## config.mk

```make
export PLATFORM = sky130hd
export DESIGN_NAME = axi_lite_uart
export DESIGN_NICKNAME = d
export VERILOG_FILES = /design/src/rtl/axi_lite_uart.sv
export SDC_FILE = /design/constraint.sdc
export NUM_CORES = 1
export LEC_CHECK = 0
export BUFFER_PORTS_ARGS = -buffer_cell sky130_fd_sc_hd__buf_4
export CORE_UTILIZATION = 35
export CTS_BUF_LIST = sky130_fd_sc_hd__clkbuf_16
export CTS_CLUSTER_SIZE = 10
export DETAILED_ROUTE_END_ITERATION = 16
export PLACE_DENSITY_LB_ADDON = 0.3
export SLEW_MARGIN = 0
export SYNTH_ARGS = -nofsm -noshare
export SYNTH_HDL_FRONTEND = slang
export SYNTH_SLANG_ARGS = --single-unit
```

## constraint.sdc

```tcl
create_clock -name aclk -period 2.85 [get_ports aclk]
set_input_delay 0.57 -clock aclk [delete_from_list [all_inputs] [get_ports aclk]]
set_output_delay 0.57 -clock aclk [all_outputs]
set_load 0.03 [all_outputs]
```

## src/rtl/axi_lite_uart.sv

```systemverilog
// axi_lite_uart: memory-mapped 8N1 UART behind an AXI-Lite slave port.
//
// Register map (addr[3:2]):
//   0x0 TXDATA  write pushes wdata[7:0] into the TX FIFO, reads 0
//   0x4 RXDATA  {23'b0, rx_valid, rx_byte}; reading clears rx_valid
//   0x8 STATUS  {27'b0, overrun, tx_busy, tx_full, tx_empty, rx_valid}; write clears overrun
//   0xC CTRL    {14'b0, ie_tx, ie_rx, baud_div}
//
// Ports:
//   aclk, aresetn         clock, async active-low reset
//   s_axi_lite_*          AXI-Lite slave (AW+W accepted together, single outstanding)
//   uart_tx / uart_rx     serial line (rx is asynchronous, synchronised here)
//   irq                   (rx_valid & ie_rx) | (tx_empty & ie_tx)
//
// TX and RX FSMs share the same state encoding:
//   state   | meaning
//   S_IDLE  | line idle (TX: waiting for FIFO data, RX: waiting for falling edge)
//   S_START | start bit (RX: counting to mid-bit for glitch check)
//   S_DATA  | 8 data bits, LSB first
//   S_STOP  | stop bit
module axi_lite_uart #(
  parameter int          TX_DEPTH    = 8,
  parameter logic [15:0] DEFAULT_DIV = 16'd868
) (
  input  logic        aclk,
  input  logic        aresetn,
  input  logic [31:0] s_axi_lite_awaddr,
  input  logic        s_axi_lite_awvalid,
  output logic        s_axi_lite_awready,
  input  logic [31:0] s_axi_lite_wdata,
  input  logic [3:0]  s_axi_lite_wstrb,
  input  logic        s_axi_lite_wvalid,
  output logic        s_axi_lite_wready,
  output logic [1:0]  s_axi_lite_bresp,
  output logic        s_axi_lite_bvalid,
  input  logic        s_axi_lite_bready,
  input  logic [31:0] s_axi_lite_araddr,
  input  logic        s_axi_lite_arvalid,
  output logic        s_axi_lite_arready,
  output logic [31:0] s_axi_lite_rdata,
  output logic [1:0]  s_axi_lite_rresp,
  output logic        s_axi_lite_rvalid,
  input  logic        s_axi_lite_rready,
  output logic        uart_tx,
  input  logic        uart_rx,
  output logic        irq
);

  localparam int AW = $clog2(TX_DEPTH);
  localparam logic [AW:0] PTR_ONE = {{AW{1'b0}}, 1'b1};

  typedef enum logic [1:0] {S_IDLE, S_START, S_DATA, S_STOP} state_t;

  logic        wr_hs, rd_hs, wr_en;
  logic [1:0]  wr_sel, rd_sel;
  logic [31:0] rd_mux;
  logic [15:0] baud_div;
  logic        ie_rx, ie_tx;
  logic        rx_valid, overrun, rd_clr;
  logic [7:0]  rx_byte;

  logic [7:0]  fifo_mem [TX_DEPTH];
  logic [AW:0] wr_ptr, rd_ptr;
  logic        tx_empty, tx_full, push, pop, tx_busy;

  state_t      tx_state;
  logic [15:0] tx_cnt, tx_div;
  logic [2:0]  tx_bit;
  logic [7:0]  tx_shreg;

  state_t      rx_state;
  logic [1:0]  rx_sync;
  logic        rx_s, rx_prev, rx_done;
  logic [15:0] rx_cnt, rx_div;
  logic [2:0]  rx_bit;
  logic [7:0]  rx_shreg;

  logic        unused_bits;
  assign unused_bits = ^{s_axi_lite_awaddr[31:4], s_axi_lite_awaddr[1:0],
                         s_axi_lite_araddr[31:4], s_axi_lite_araddr[1:0],
                         s_axi_lite_wdata[31:18], s_axi_lite_wstrb[3:1]};

  assign s_axi_lite_awready = s_axi_lite_awvalid & s_axi_lite_wvalid & ~s_axi_lite_bvalid;
  assign s_axi_lite_wready  = s_axi_lite_awready;
  assign s_axi_lite_arready = s_axi_lite_arvalid & ~s_axi_lite_rvalid;
  assign s_axi_lite_bresp   = 2'b00;
  assign s_axi_lite_rresp   = 2'b00;

  assign wr_hs  = s_axi_lite_awready;
  assign rd_hs  = s_axi_lite_arready;
  assign wr_sel = s_axi_lite_awaddr[3:2];
  assign rd_sel = s_axi_lite_araddr[3:2];
  assign wr_en  = wr_hs & s_axi_lite_wstrb[0];
  assign rd_clr = rd_hs & (rd_sel == 2'd1) & rx_valid;

  assign tx_empty = (wr_ptr == rd_ptr);
  assign tx_full  = (wr_ptr[AW] != rd_ptr[AW]) && (wr_ptr[AW-1:0] == rd_ptr[AW-1:0]);
  assign pop      = (tx_state == S_IDLE) & ~tx_empty;
  // A full FIFO still accepts a byte when the TX side frees a slot this cycle.
  assign push     = wr_en & (wr_sel == 2'd0) & (~tx_full | pop);
  assign tx_busy  = (tx_state != S_IDLE);

  assign rx_s    = rx_sync[1];
  assign rx_done = (rx_state == S_STOP) && (rx_cnt == 16'd0) && rx_s;

  assign irq = (rx_valid & ie_rx) | (tx_empty & ie_tx);

  always_comb begin
    rd_mux = 32'd0;
    case (rd_sel)
      2'd1:    rd_mux = {23'd0, rx_valid, rx_byte};
      2'd2:    rd_mux = {27'd0, overrun, tx_busy, tx_full, tx_empty, rx_valid};
      2'd3:    rd_mux = {14'd0, ie_tx, ie_rx, baud_div};
      default: rd_mux = 32'd0;
    endcase
  end

  always_ff @(posedge aclk) begin
    if (push) fifo_mem[wr_ptr[AW-1:0]] <= s_axi_lite_wdata[7:0];
  end

  always_ff @(posedge aclk or negedge aresetn) begin
    if (!aresetn) begin
      s_axi_lite_bvalid <= 1'b0;
      s_axi_lite_rvalid <= 1'b0;
      s_axi_lite_rdata  <= 32'd0;
      baud_div          <= DEFAULT_DIV;
      ie_rx             <= 1'b0;
      ie_tx             <= 1'b0;
      wr_ptr            <= '0;
      rd_ptr            <= '0;
      rx_valid          <= 1'b0;
      rx_byte           <= 8'd0;
      overrun           <= 1'b0;
    end else begin
      if (wr_hs) s_axi_lite_bvalid <= 1'b1;
      else if (s_axi_lite_bready) s_axi_lite_bvalid <= 1'b0;

      if (rd_hs) begin
        s_axi_lite_rvalid <= 1'b1;
        s_axi_lite_rdata  <= rd_mux;
      end else if (s_axi_lite_rready) begin
        s_axi_lite_rvalid <= 1'b0;
      end

      if (wr_en && wr_sel == 2'd3) begin
        baud_div <= (s_axi_lite_wdata[15:1] == 15'd0) ? 16'd2 : s_axi_lite_wdata[15:0];
        ie_rx    <= s_axi_lite_wdata[16];
        ie_tx    <= s_axi_lite_wdata[17];
      end

      if (push) wr_ptr <= wr_ptr + PTR_ONE;
      if (pop)  rd_ptr <= rd_ptr + PTR_ONE;

      if (wr_en && wr_sel == 2'd2) overrun <= 1'b0;

      // A new byte beats a same-cycle read clear; otherwise the held byte is kept.
      if (rx_done) begin
        if (rx_valid && !rd_clr) begin
          overrun <= 1'b1;
        end else begin
          rx_byte  <= rx_shreg;
          rx_valid <= 1'b1;
        end
      end else if (rd_clr) begin
        rx_valid <= 1'b0;
      end
    end
  end

  always_ff @(posedge aclk or negedge aresetn) begin
    if (!aresetn) begin
      tx_state <= S_IDLE;
      tx_cnt   <= 16'd0;
      tx_div   <= 16'd0;
      tx_bit   <= 3'd0;
      tx_shreg <= 8'd0;
      uart_tx  <= 1'b1;
    end else begin
      case (tx_state)
        S_IDLE: begin
          uart_tx <= 1'b1;
          if (!tx_empty) begin
            tx_shreg <= fifo_mem[rd_ptr[AW-1:0]];
            tx_div   <= baud_div;
            tx_cnt   <= baud_div - 16'd1;
            uart_tx  <= 1'b0;
            tx_state <= S_START;
          end
        end
        S_START: begin
          if (tx_cnt == 16'd0) begin
            tx_cnt   <= tx_div - 16'd1;
            tx_bit   <= 3'd0;
            uart_tx  <= tx_shreg[0];
            tx_state <= S_DATA;
          end else begin
            tx_cnt <= tx_cnt - 16'd1;
          end
        end
        S_DATA: begin
          if (tx_cnt == 16'd0) begin
            tx_cnt <= tx_div - 16'd1;
            if (tx_bit == 3'd7) begin
              uart_tx  <= 1'b1;
              tx_state <= S_STOP;
            end else begin
              tx_shreg <= {1'b0, tx_shreg[7:1]};
              uart_tx  <= tx_shreg[1];
              tx_bit   <= tx_bit + 3'd1;
            end
          end else begin
            tx_cnt <= tx_cnt - 16'd1;
          end
        end
        default: begin
          if (tx_cnt == 16'd0) tx_state <= S_IDLE;
          else tx_cnt <= tx_cnt - 16'd1;
        end
      endcase
    end
  end

  always_ff @(posedge aclk or negedge aresetn) begin
    if (!aresetn) begin
      rx_sync  <= 2'b11;
      rx_prev  <= 1'b1;
      rx_state <= S_IDLE;
      rx_cnt   <= 16'd0;
      rx_div   <= 16'd0;
      rx_bit   <= 3'd0;
      rx_shreg <= 8'd0;
    end else begin
      rx_sync <= {rx_sync[0], uart_rx};
      rx_prev <= rx_s;
      case (rx_state)
        S_IDLE: begin
          if (rx_prev && !rx_s) begin
            rx_div   <= baud_div;
            rx_cnt   <= {1'b0, baud_div[15:1]} - 16'd1;
            rx_state <= S_START;
          end
        end
        S_START: begin
          if (rx_cnt == 16'd0) begin
            if (rx_s) begin
              rx_state <= S_IDLE;
            end else begin
              rx_cnt   <= rx_div - 16'd1;
              rx_bit   <= 3'd0;
              rx_state <= S_DATA;
            end
          end else begin
            rx_cnt <= rx_cnt - 16'd1;
          end
        end
        S_DATA: begin
          if (rx_cnt == 16'd0) begin
            rx_shreg <= {rx_s, rx_shreg[7:1]};
            rx_cnt   <= rx_div - 16'd1;
            if (rx_bit == 3'd7) rx_state <= S_STOP;
            else rx_bit <= rx_bit + 3'd1;
          end else begin
            rx_cnt <= rx_cnt - 16'd1;
          end
        end
        default: begin
          if (rx_cnt == 16'd0) rx_state <= S_IDLE;
          else rx_cnt <= rx_cnt - 16'd1;
        end
      endcase
    end
  end

endmodule
```

# [Yosys cells after proc, flatten, opt, wreduce, memory -nomap -nowiden]
# Memory sizes are Yosys's and may differ from the RTL's.
# Cells that the tools add are included.
[totals] regBits=164 latch_bits=0 mem_bits_rw=64 romBits=0 in_bits=108 out_inout_bits=43 memories=1
[mem_list] name="fifo_mem" depth=8 width=8 rd=1 rd_clocked_by_memory_dff=0 wr=1 line="62" rtl="logic [7:0] fifo_mem [TX_DEPTH];"
[op_classes] n_addsub=10 mul=0 div_mod_pow=0 magnitude_cmp=0 eq_ne=30 shift=0 mux=55 n_bitwise=18 n_reduce_logical=39
[ops] operator="16-bit 2-to-1 mux" count=9
[ops] operator="16-bit by 1-bit subtractor with 16-bit output (second input constant)" count=5
[ops] operator="18-bit case mux with 3 select lines" count=1
[ops] operator="16-bit case mux with 3 select lines" count=1
[ops] operator="16-bit zero test" count=2
[ops] operator="16-bit case mux with 2 select lines" count=1
[ops] operator="8-bit 2-to-1 mux" count=3
[ops] operator="2-bit != test (second input constant)" count=12
[ops] operator="2-bit 2-to-1 mux" count=11
[ops] operator="3-bit 2-to-1 mux" count=7
[ops] operator="2-bit nonzero test" count=9
[ops] operator="1-bit 2-to-1 mux" count=16
[ops] operator="8-bit case mux with 2 select lines" count=1
[ops] operator="15-bit by 1-bit subtractor with 16-bit output (second input constant)" count=1
[ops] operator="15-bit zero test" count=1
[ops] operator="5-bit AND reduction" count=3
[ops] operator="2-bit == test (second input constant)" count=7
[ops] operator="2-bit case mux with 3 select lines" count=2
[ops] operator="3-bit case mux with 2 select lines" count=2
[ops] operator="2-bit AND reduction" count=6
[ops] operator="1-bit AND" count=11
[ops] operator="4-bit by 1-bit adder with 4-bit output (second input constant)" count=2
[ops] operator="4-bit AND reduction" count=2
[ops] operator="1-bit logical AND" count=7
[ops] operator="other kinds (16)" count=30

# [Logic depth before layout (Yosys ltp)]
# Gate-level depths: netlist (run 1).
[logic_depth] word_depth=8 depth_mapped=10 mapped_depth_nobuf=8

# [Worst setup path before layout (run 1)]
# Ideal clock, no wire load.
[synth_timing] path_kind="input to register" startpoint="input s_axi_lite_awvalid" endpoint="memory fifo_mem[4][0] (enable)" setup_time_ns=0.383 arrival_ns=2.617 setup_slack_ns=-0.150 path_stages=5 cell_sequence="nand2_1 > nor2_1 > o2111ai_1 > or2_2 > nor3_1"
[synth_between] elab_chain_len=7
[synth_lines] item="start, declared" line="28" rtl="input logic s_axi_lite_awvalid,"
[synth_lines] item="1-bit AND (2 in series)" line="83" rtl="assign s_axi_lite_awready = s_axi_lite_awvalid & s_axi_lite_wvalid & ~s_axi_lite_bvalid;"
[synth_lines] item="net s_axi_lite_awready" line="29" rtl="output logic s_axi_lite_awready,"
[synth_lines] item="1-bit AND" line="93" rtl="assign wr_en = wr_hs & s_axi_lite_wstrb[0];"
[synth_lines] item="1-bit AND (2 in series)" line="100" rtl="assign push = wr_en & (wr_sel == 2'd0) & (~tx_full | pop);"
[synth_lines] item="1-bit 2-to-1 mux" line="119" rtl="if (push) fifo_mem[wr_ptr[AW-1:0]] <= s_axi_lite_wdata[7:0];"
[synth_lines] item="1-bit 2-to-1 mux (not written as such)" line="119"
[synth_lines] item="end, declared" line="62"
# The timed path passes the listed nets, and every way through them passes these cells.

# [Worst setup path in the final report (run 1)]
[layout_timing] startpoint="register tx_div[1]" endpoint="register tx_cnt[12]"
[layout_between] elab_chain_len=3
[layout_lines] item="start, declared" line="67" rtl="logic [15:0] tx_cnt, tx_div;"
[layout_lines] item="start signal, assigned" line="185" rtl="tx_div <= baud_div;"
[layout_lines] item="16-bit by 1-bit subtractor with 16-bit output" line="193, 203"
[layout_lines] item="16-bit 2-to-1 mux" line="192, 202"
[layout_lines] item="16-bit case mux with 2 select lines" line="180" rtl="case (tx_state)"
[layout_lines] item="end signal, assigned" line="193" rtl="tx_cnt <= tx_div - 16'd1;"
[layout_lines] item="end signal, assigned" line="198" rtl="tx_cnt <= tx_cnt - 16'd1;"
[layout_lines] item="end signal, assigned" line="203" rtl="tx_cnt <= tx_div - 16'd1;"
[layout_lines] item="end, declared" line="67"
# No other way between the ends.
# A chain may end at the register's enable or synchronous reset.

==> summary.txt, run 1 <==
Outcome
  – Status: finished, final reports clean

STA
  – Maximum clock rate: 0.379 GHz
  – Final Max Tran Viols: 0
  – Worst-Margin Slew: 909 ps
  – Tmin final: 2640 ps
  – Period utilization: 0.927
  – RSZ-0062 raised after global routing: no
  – Final clock skew: 10.3 ps
  – Final setup vio count: 0
  – Final hold viol count: 0
  – Relative slew margins: 0.390

Critical path
  – Crit Path Class: flip-flop to flip-flop
  – CP Max Fanout: 5
  – Critical Path AT: 3030 ps
  – Critical path data required time: 3240 ps
  – Crit start category: flip-flop
  – Crit. End Element: flip-flop

Yosys
  – Post-synth top area share: 0.307
  – Mapped Area: 0.0115 sq mm
  – Synth async-reset ratio: 0.701
  – Number of synthesized flops with an enable pin: 64
  – Ys flop type: dfrtp_1
  – Mapped Cells: 1,060
  – Seq/Total Area, Yosys: 0.495
  – Yosys cell types: 77
  – Count leader, synth: dfrtp_1
  – Cell taking the most area after synthesis: dfrtp_1
  – Synth cell count leaders: dfrtp_1, nand2_1, mux2_2
  – Ranking of synthesized cells by area: dfrtp_1, edfxtp_1, mux2_2
  – Synth Register Bits: 214
  – Number of synthesis warnings: 0
  – Syn avg cell area: 10.8 sq um

Floorplanning
  – Core region area: 0.0319 sq mm
  – Die height: 183 um
  – Row Count: 65
  – Chip Width: 183 um
  – Die Area: 0.0335 sq mm
  – Initial core utilization: 0.360
  – I/O pin cnt: 151

Layout
  – # diodes: 0
  – Fill count: 3,103
  – Nets: 1,268
  – Design area: 0.0133 sq mm
  – Layout cells sized above 1: 0.218
  – Area grow syn2layout: 16.2%

Power
  – Switch Pwr: 0.00381 W
  – Pwr Total: 0.0105 W
  – Combinational power share: 0.318
  – Seq pwr share: 0.407
  – Pint: 0.00667 W
  – Worst IR Drop VDD: 0.000595 V
  – PwrDens: 786 mW/mm^2
  – Clock share of power: 0.276
  – Leakage power: 5.54 nW
  – Switching share of power: 0.363

Job
  – Max Cap Violations: 0

Detailed routing
  – WL final: 29,000 um
  – Initial detailed-routing violation count: 470
  – Drt via density: 5.38
  – Antenna Nets Post-Route: 0
  – Vias: 8,559
  – Pre-antenna DRT Iters: 5
  – Drt wl/cell: 18.2 um
  – Detailed-route DRC error count: 0

CTS
  – CTS Hold Bufs: 0
  – Clock sinks: 214
  – H-tree depth: 1
  – CTS Buffer Depth: 3
  – Clk Latency, worst-skew pair: 530 ps
  – CTS tree: yes
  – CTS clock-pin slew for the worst setup and hold paths: 60 ps
  – Setup repair bufs after CTS: 0
  – # resized after CTS: 0
  – Root Driver: clkbuf_16
  – CTS buffer count: 26

Placement
  – Dpl cell area: 0.0126 sq mm
  – Detailed placer's ending HPWL: 20,500 um
  – RD Place Congestion: 0.902
  – I/O Buffers: 55

Global routing
  – Antenna violations before repair: 1
  – Gr usage total: 0.175
  – Vias in the first global route: 8,468
  – GRT overflow: 0
  – First-pass GRT wire length: 46,900 um
  – Largest net degree at the start of global routing: 55

Worst hold path
  – Class of the most critical hold timing path: primary input to async pin
-- per-layer routing --
metal | vias up | track usage | wire length, um
met3 | 36 | 0.0222 | 1360
met5 | - | 0 | 13
li1 | 4048 | - | -
met1 | 4244 | 0.256 | 14000
met2 | 229 | 0.275 | 13200
met4 | 2 | 0.0400 | 463
-- layout make-up --
class	instances	area, sq um	share of cell area
Sequential cell	214	5690	0.426
Multi-Input combinational cell	749	5350	0.401
Timing Repair Buffer	116	900	0.0674
Clock buffer	26	651	0.0488
Tap cell	435	544	0.0408
Inverter	30	113	0.00844
Clock inverter	22	97.6	0.00732
-- registers in the layout (all words and copies together), names as in the netlist, 2 cells and up --
signal,cells
fifo_mem,64
tx_bit,3
rx_div,16
rd_ptr,4
tx_shreg,8
rx_state,2
rx_byte,8
baud_div,16
rx_sync,2
s_axi_lite_rdata,18
rx_cnt,16
wr_ptr,4
tx_state,2
rx_bit,3
tx_div,16
rx_shreg,8
tx_cnt,16
-- metrics by stage --
step / TNS [ps] / util / hold slack (ps) / std cells / worst slack, ps
3_3_place_gp: 0 / 0.395 / 346 / 1544 / 257
3_5_place_dp: 0 / 0.395 / 347 / 1544 / 231
2_1_floorplan: -138 / - / 274 / 1077 / -17.2
6_report: 0 / 0.418 / 7.36 / 1592 / 209
4_1_cts: 0 / 0.418 / 25.4 / 1592 / 221
5_1_grt: 0 / 0.418 / 30.9 / 1592 / 37.8
-- critical path, stage by stage (launching register included) --
cell and delay (ps):
dfrtp_1 420, inv_1 80, ha_1 190, or4b_2 670, nor4bb_1 350, xnor2_1 180
o22ai_1 110, a2111oi_0 420, a311oi_1 90
-- worst paths after layout --
check	start	to	slack, ps	cells after the start
max	tx_div[1]	tx_cnt[12]	210	8
min	aresetn	rx_state[0]	7	1
max reg2reg	tx_div[1]	tx_cnt[12]	210	8
min reg2reg	rx_sync[0]	rx_sync[1]	350	0
max in group asynchronous	aresetn	uart_tx	2100	2
min in group aclk	uart_rx	rx_sync[0]	150	1
-- power groups by stage --
stage	registers [W]	logic [W]	clock network (W)
floorplan	0.00406	0.00239	0
global placement	0.00428	0.00326	0
detailed placement	0.00430	0.00329	0
CTS	0.00425	0.00330	0.00296
global route	0.00434	0.00365	0.00307
finish	0.00426	0.00333	0.00289
-- kinds of logic after synthesis --
kind of cell,synth area share
fa+ha+maj,0.0251
other cells,0.000327
mux,0.113
buf+inv,0.0453
simple gates,0.146
compound gates,0.124
flops,0.495
xor+xnor,0.0511
-- cell usage in the layout (no fill, tap or decap), types with 9 or more instances in the layout --
cell type / netlist / routed
nor4_1: 16 / 15
xnor2_1: 33 / 33
nand3_1: 34 / 34
nor2_1: 60 / 60
or3_1: 13 / 13
a31oi_1: 13 / 13
nand4_1: 18 / 18
xor2_1: 34 / 34
nor3_1: 33 / 32
nand2_1: 83 / 83
a21oi_1: 41 / 41
dfstp_2: 9 / 9
mux2i_1: 18 / 18
inv_1: 28 / 44
ha_1: 23 / 23
buf_4: 20 / 113
o22ai_1: 13 / 13
o21ai_0: 58 / 58
dfrtp_1: 141 / 141
edfxtp_1: 64 / 64
mux2_2: 67 / 67
clkbuf_16: 0 / 26
conb_1: 1 / 18
a22o_1: 16 / 16
nand2b_1: 12 / 12
mux4_2: 16 / 16
No activity file was read; power rests on OpenSTA's default activity.
==> run 2: changes to the inputs <==
Settings changed: CELL_PAD_IN_SITES_DETAIL_PLACEMENT set to 0, CELL_PAD_IN_SITES_GLOBAL_PLACEMENT set to 1.
Clock period 2.85 ns to 2.7 ns, I/O delays scaled along.
==> summary.txt, run 2 (synthesis gave the netlist of run 1 again) <==
Outcome
  – Status: finished, final reports clean

Layout
  – # diodes: 0 (unchanged)
  – Multi-input gate area: 0.00538 sq mm (+0.56%)
  – Nets: 1,287 (+1.5%)
  – Area grow syn2layout: 18.6%
  – Register area: 0.00569 sq mm (about the same)
  – Fill count: 3,077 (-0.84%)
  – Commonest cells after routing, fill and taps aside: dfrtp_1, buf_4, nand2_1
  – Layout cells sized above 1: 0.239 (+0.0209)
  – Max reg flops: 64 (unchanged)
  – Most common cell after layout, fill and taps aside: dfrtp_1

STA
  – Post-route setup slack: 138 ps (-71.5 ps)
  – Final setup vio count: 0 (unchanged)
  – Period utilization: 0.949
  – Worst-Margin Slew: 649 ps (-259 ps)
  – Setup_tns: 0 ps (unchanged)
  – RSZ-0062 raised after global routing: yes
  – Final hold viol count: 0 (unchanged)
  – Final Max Tran Viols: 0 (unchanged)
  – Final clock skew: 17.0 ps (+6.72 ps)
  – Relative slew margins: 0.561 (+0.171)
  – Tmin final: 2560 ps
  – Maximum clock rate: 0.390 GHz

Critical path
  – Crit Path Class: flip-flop to output port
  – FF-to-FF End: rx_cnt[15]
  – Crit start category: flip-flop
  – Crit-path max cell delay: 470 ps (-200 ps)
  – Reg2Reg Depth: 7 (-1)
  – Crit-path slowest cell: dfrtp_1
  – Cell mode on critical path: buf_4
  – CP Cell Sequence: xnor2_1 > and4b_1 > buf_4 > a22o_1 > buf_4
  – R2R Path Start: rx_cnt[13]
  – Critical path data required time: 2160 ps (-1080 ps)
  – Crit. End Element: output port
  – R2R setup slack: 140 ps (-70 ps)
  – Critical Path AT: 2020 ps (-1010 ps)
  – CP Max Fanout: 7 (+2)

Floorplanning
  – Core region area: 0.0319 sq mm (unchanged)
  – Die height: 183 um (unchanged)
  – I/O pin cnt: 151 (unchanged)
  – Chip Width: 183 um (unchanged)
  – Initial core utilization: 0.360 (unchanged)
  – Row Count: 65 (unchanged)
  – Die Area: 0.0335 sq mm (unchanged)

Placement
  – I/O Buffers: 55 (unchanged)
  – RD Place Congestion: 0.814 (-9.8%)
  – Detailed placer's ending HPWL: 21,600 um (+5.6%)
  – Pre-CTS setup slack: 7.68 ps (-223 ps)

Global routing
  – Largest net degree at the start of global routing: 50 (-9.1%)
  – Gr usage total: 0.185 (+0.0102)
  – First-pass GRT wire length: 48,700 um (+4.0%)
  – GRT overflow: 0 (unchanged)
  – Antenna violations before repair: 0 (-1)
  – Vias in the first global route: 8,429 (-0.46%)

Worst hold path
  – Class of the most critical hold timing path: primary input to flip-flop
  – Hold wc startpoint: uart_rx
  – Worst Hold End: rx_sync[0]
  – WHS Path Cells: 1

CTS
  – H-tree depth: 1 (unchanged)
  – Clk Latency, worst-skew pair: 540 ps (about the same)
  – CTS tree: yes
  – Root Driver: clkbuf_16
  – CTS buffer count: 27 (+3.8%)
  – Clock sinks: 214 (unchanged)
  – CTS Buffer Depth: 3 (unchanged)
  – CTS clock-pin slew for the worst setup and hold paths: 60 ps (about the same)

Power
  – Combinational power share: 0.318 (about the same)
  – Worst IR Drop VDD: 0.000534 V (-10%)
  – Switch Pwr: 0.00414 W (+8.7%)
  – Pint: 0.00740 W (+11%)
  – Switching share of power: 0.359 (-0.00451)
  – Seq pwr share: 0.389 (-0.018)
  – Leakage power: 5.66 nW (+2.1%)
  – PwrDens: 847 mW/mm^2 (+7.8%)
  – Clock share of power: 0.293 (+0.017)

Detailed routing
  – Antenna Nets Post-Route: 0 (unchanged)
  – Vias: 8,560 (+0.012%)
  – Drt wl/cell: 19.1 um (+4.6%)
  – Initial detailed-routing violation count: 546 (+16%)
  – Detailed-route DRC error count: 0 (unchanged)
  – WL final: 30,600 um (+5.7%)
  – Drt via density: 5.32 (-0.98%)
  – Pre-antenna DRT Iters: 5 (unchanged)

Job
  – Max Cap Violations: 0 (unchanged)
## run 2: cell count changes in the layout (fill, tap and decap cells not counted), moves of 2 or more
cell,before,now
buf_4,113,127
inv_1,44,38
bufinv_16,0,2
buf_12,2,5
## run 2: worst max-delay path by stage
stage | start | cells past startpoint | endpoint | slack (ps)
after floorplan | s_axi_lite_awvalid | 5 | fifo_mem[7][0] | 120
after global placement | tx_div[0] | 8 | tx_cnt[12] | 80
after detailed placement | tx_div[0] | 8 | tx_cnt[12] | 8
after CTS | tx_div[0] | 8 | tx_cnt[12] | 50
after global routing | tx_cnt[1] | 9 | tx_shreg[6] | -20
final | wr_ptr[2] | 5 | irq | 140
## run 2: per-stage QoR
step                      total power (W)  std cells  utilization  instance area (sq um)  hold slack (ps)
after floorplan                   0.00681       1077            -                  11600              244
after global placement            0.00813       1560        0.400                  12800              346
after detailed placement          0.00816       1560        0.400                  12800              350
after CTS                          0.0116       1607        0.426                  13600              109
after global routing               0.0122       1608        0.427                  13600              110
final                              0.0115       1608        0.427                  13600              128
## run 2: power by group through the flow
stage / clock network (W) / logic (W) / registers [W]
after global routing: 0.00358 / 0.00405 / 0.00456
after detailed placement: 0 / 0.00364 / 0.00453
final: 0.00338 / 0.00367 / 0.00448
after global placement: 0 / 0.00361 / 0.00451
after floorplan: 0 / 0.00252 / 0.00429
after CTS: 0.00346 / 0.00365 / 0.00447
## run 2: layout make-up
type                       instances  area share
clock buffer                      27      0.0496
clock inverter                    19      0.0107
inverter                          30     0.00827
multi-input combinational        749       0.395
sequential                       214       0.418
tap                              435      0.0400
timing repair buffer             134      0.0789
## run 2: per-layer routing
layer / wire (um) / vias to the layer above / global-route usage / share of wire
li1: - / 4071 / - / -
met1: 14900 / 4224 / 0.273 / 0.49
met2: 13600 / 226 / 0.288 / 0.44
met3: 1600 / 39 / 0.0244 / 0.052
met4: 542 / 0 / 0.0430 / 0.018
met5: 0 / - / 0 / 0
## run 2: worst max-delay path, delay by kind of cell (launching register included)
family | cells | cell delay [ps]
simple gates | 1 | 270
compound gates | 1 | 160
buf+inv | 2 | 370
xor+xnor | 1 | 210
flops | 1 | 470
## run 2: what timing repair did
item,4_1_cts,5_1_grt
endpoints found under the setup margin,1,25
buffers inserted,0,1
hold buffers,1,0
endpoints found under the hold margin,41,0
resized for setup,1,7
==> run 3: changes to the inputs <==
==> constraint.sdc (replaced) <==
create_clock -name aclk -period 2.7 [get_ports aclk]
set_input_delay 0.405 -clock aclk [delete_from_list [all_inputs] [get_ports aclk]]
set_output_delay 0.405 -clock aclk [all_outputs]
set_load 0.03 [all_outputs]
==> summary.txt, run 3 (synthesis gave the netlist of run 1 again) <==
Power
  – Switching share of power: 0.365 (+0.00603)
  – PwrDens: 828 mW/mm^2 (-2.2%)
  – Clock share of power: 0.275 (-0.018)
  – Switch Pwr: 0.00407 W (-1.7%)
  – Worst IR Drop VDD: 0.000605 V (+13%)
  – Pint: 0.00708 W (-4.3%)
  – Leakage power: 5.60 nW (-0.94%)
  – Combinational power share: 0.322 (+0.004)
  – Seq pwr share: 0.403 (+0.014)

Critical path
  – Reg2Reg Depth: 8 (+1)
  – Critical Path AT: 2950 ps (+930 ps)
  – Critical path data required time: 3090 ps (+930 ps)
  – R2R setup slack: 140 ps (about the same)
  – FF-to-FF End: tx_cnt[12]
  – Crit start category: flip-flop
  – R2R Path Start: tx_div[0]
  – Crit Path Class: flip-flop to flip-flop
  – Crit. End Element: flip-flop
  – CP Max Fanout: 3 (-4)

Worst hold path
  – WHS Path Cells: 2 (+1)
  – Hold wc startpoint: s_axi_lite_bready
  – Worst Hold End: s_axi_lite_bvalid
  – Class of the most critical hold timing path: primary input to flip-flop

Detailed routing
  – Vias: 8,506 (-0.63%)
  – Pre-antenna DRT Iters: 5 (unchanged)
  – Initial detailed-routing violation count: 509 (-6.8%)
  – Detailed-route DRC error count: 0 (unchanged)
  – WL final: 30,100 um (-1.9%)
  – Drt via density: 5.31 (-0.32%)
  – Drt wl/cell: 18.8 um (-1.6%)
  – Antenna Nets Post-Route: 0 (unchanged)

Layout
  – Design area: 0.0135 sq mm (-1.2%)
  – Area grow syn2layout: 17.2%
  – Commonest cells after routing, fill and taps aside: dfrtp_1, buf_4, nand2_1
  – Max reg flops: 64 (unchanged)
  – # diodes: 0 (unchanged)
  – Nets: 1,279 (-0.62%)
  – Final std cells w/o fill: 1,603 (-0.31%)
  – Layout cells sized above 1: 0.226 (-0.0127)
  – Most common cell after layout, fill and taps aside: dfrtp_1

Global routing
  – Vias in the first global route: 8,428 (-0.012%)
  – Gr usage total: 0.183 (-0.00281)
  – First-pass GRT wire length: 48,300 um (-0.98%)
  – Antenna violations before repair: 0 (unchanged)
  – GRT overflow: 0 (unchanged)
  – Largest net degree at the start of global routing: 50 (unchanged)

Floorplanning
  – Initial core utilization: 0.360 (unchanged)
  – Row Count: 65 (unchanged)
  – I/O pin cnt: 151 (unchanged)
  – Core region area: 0.0319 sq mm (unchanged)
  – Chip Width: 183 um (unchanged)
  – Die height: 183 um (unchanged)
  – Die Area: 0.0335 sq mm (unchanged)

CTS
  – CTS tree: yes
  – CTS buffer count: 26 (-3.7%)
  – CTS Buffer Depth: 3 (unchanged)
  – Clk Latency, worst-skew pair: 530 ps (about the same)
  – H-tree depth: 1 (unchanged)
  – Clock sinks: 214 (unchanged)
  – Root Driver: clkbuf_16
  – CTS clock-pin slew for the worst setup and hold paths: 60 ps (about the same)

STA
  – Period utilization: 0.950 (about the same)
  – Final setup vio count: 0 (unchanged)
  – Final hold viol count: 0 (unchanged)
  – RSZ-0062 raised after global routing: no
  – Final clock skew: 12.7 ps (-4.29 ps)
  – Setup_tns: 0 ps (unchanged)
  – Maximum clock rate: 0.390 GHz (about the same)
  – Final hold slack: 45.0 ps (-83.3 ps)
  – Tmin final: 2560 ps (+1.94 ps)
  – Final Max Tran Viols: 0 (unchanged)
  – Worst-Margin Slew: 873 ps (+224 ps)
  – Relative slew margins: 0.414 (-0.148)

Job
  – Max Cap Violations: 0 (unchanged)

Placement
  – RD Place Congestion: 0.840 (+3.3%)
  – Dpl cell area: 0.0127 sq mm (-0.61%)
  – Cell count after placement: 1,553 (-0.45%)
  – Detailed placer's ending HPWL: 21,500 um (-0.54%)
  – I/O Buffers: 55 (unchanged)

Outcome
  – Status: finished, final reports clean
## run 3: cell count changes in the layout (fill, tap and decap cells not counted), moves of 2 or more
cell	change
inv_1	+6
bufinv_16	-2
buf_4	-7
buf_12	-2
## run 3: layer usage
layer  global-route usage  vias to the layer above  wire [um]  share of wire
met1                0.266                     4190      14400           0.48
met5                    0                        -          0              0
li1                     -                     4069          -              -
met4               0.0373                        0        466          0.016
met3               0.0280                       38       1580          0.053
met2                0.287                      209      13600           0.45
## run 3: area by class of cell
type | count | area (sq um)
Sequential cell | 214 | 5690
Clock buffer | 26 | 651
Clock inverter | 22 | 97.6
Tap cell | 435 | 544
Multi-Input combinational cell | 749 | 5360
Fill cell | 3108 | 18400
Inverter | 30 | 113
Timing Repair Buffer | 127 | 1000
## run 3: worst max path at each step
stage                                  from        endpoint  slack, ps
after floorplan           s_axi_lite_bvalid  fifo_mem[7][0]        150
after global placement            rx_cnt[8]      rx_byte[5]        140
after detailed placement          rx_cnt[8]      rx_byte[0]        120
after CTS                         rx_cnt[8]      rx_byte[0]        100
after global routing              tx_div[0]      tx_cnt[12]          2
final                             tx_div[0]      tx_cnt[12]        140
## run 3: timing repair
item | CTS | global route
setup buffers | 0 | 0
hold buffers | 2 | 0
hold endpoints to repair | 44 | 0
resized for setup | 0 | 3
endpoints found under the setup margin | 0 | 10
## run 3: critical path, stage by stage (launching register included)
cell and delay [ps]:
dfrtp_1 370, inv_1 60, ha_1 200, or4b_2 640, nor4bb_1 350, xnor2_1 180
o22ai_1 110, a2111oi_0 440, a311oi_1 80
## run 3: power groups by stage
stage / combinational, W / sequential [W] / clock, W
global route: 0.00397 / 0.00457 / 0.00329
finish: 0.00359 / 0.00449 / 0.00307
detailed placement: 0.00354 / 0.00453 / 0
global placement: 0.00354 / 0.00452 / 0
CTS: 0.00357 / 0.00448 / 0.00315
floorplan: 0.00252 / 0.00429 / 0
## run 3: through the flow
stage | setup WS (ps) | power [W] | utilization
3_5_place_dp | 124 | 0.00808 | 0.398
3_3_place_gp | 145 | 0.00807 | 0.398
6_report | 136 | 0.0111 | 0.422
4_1_cts | 98.4 | 0.0112 | 0.422
2_1_floorplan | 153 | 0.00681 | -
5_1_grt | 2.38 | 0.0118 | 0.422
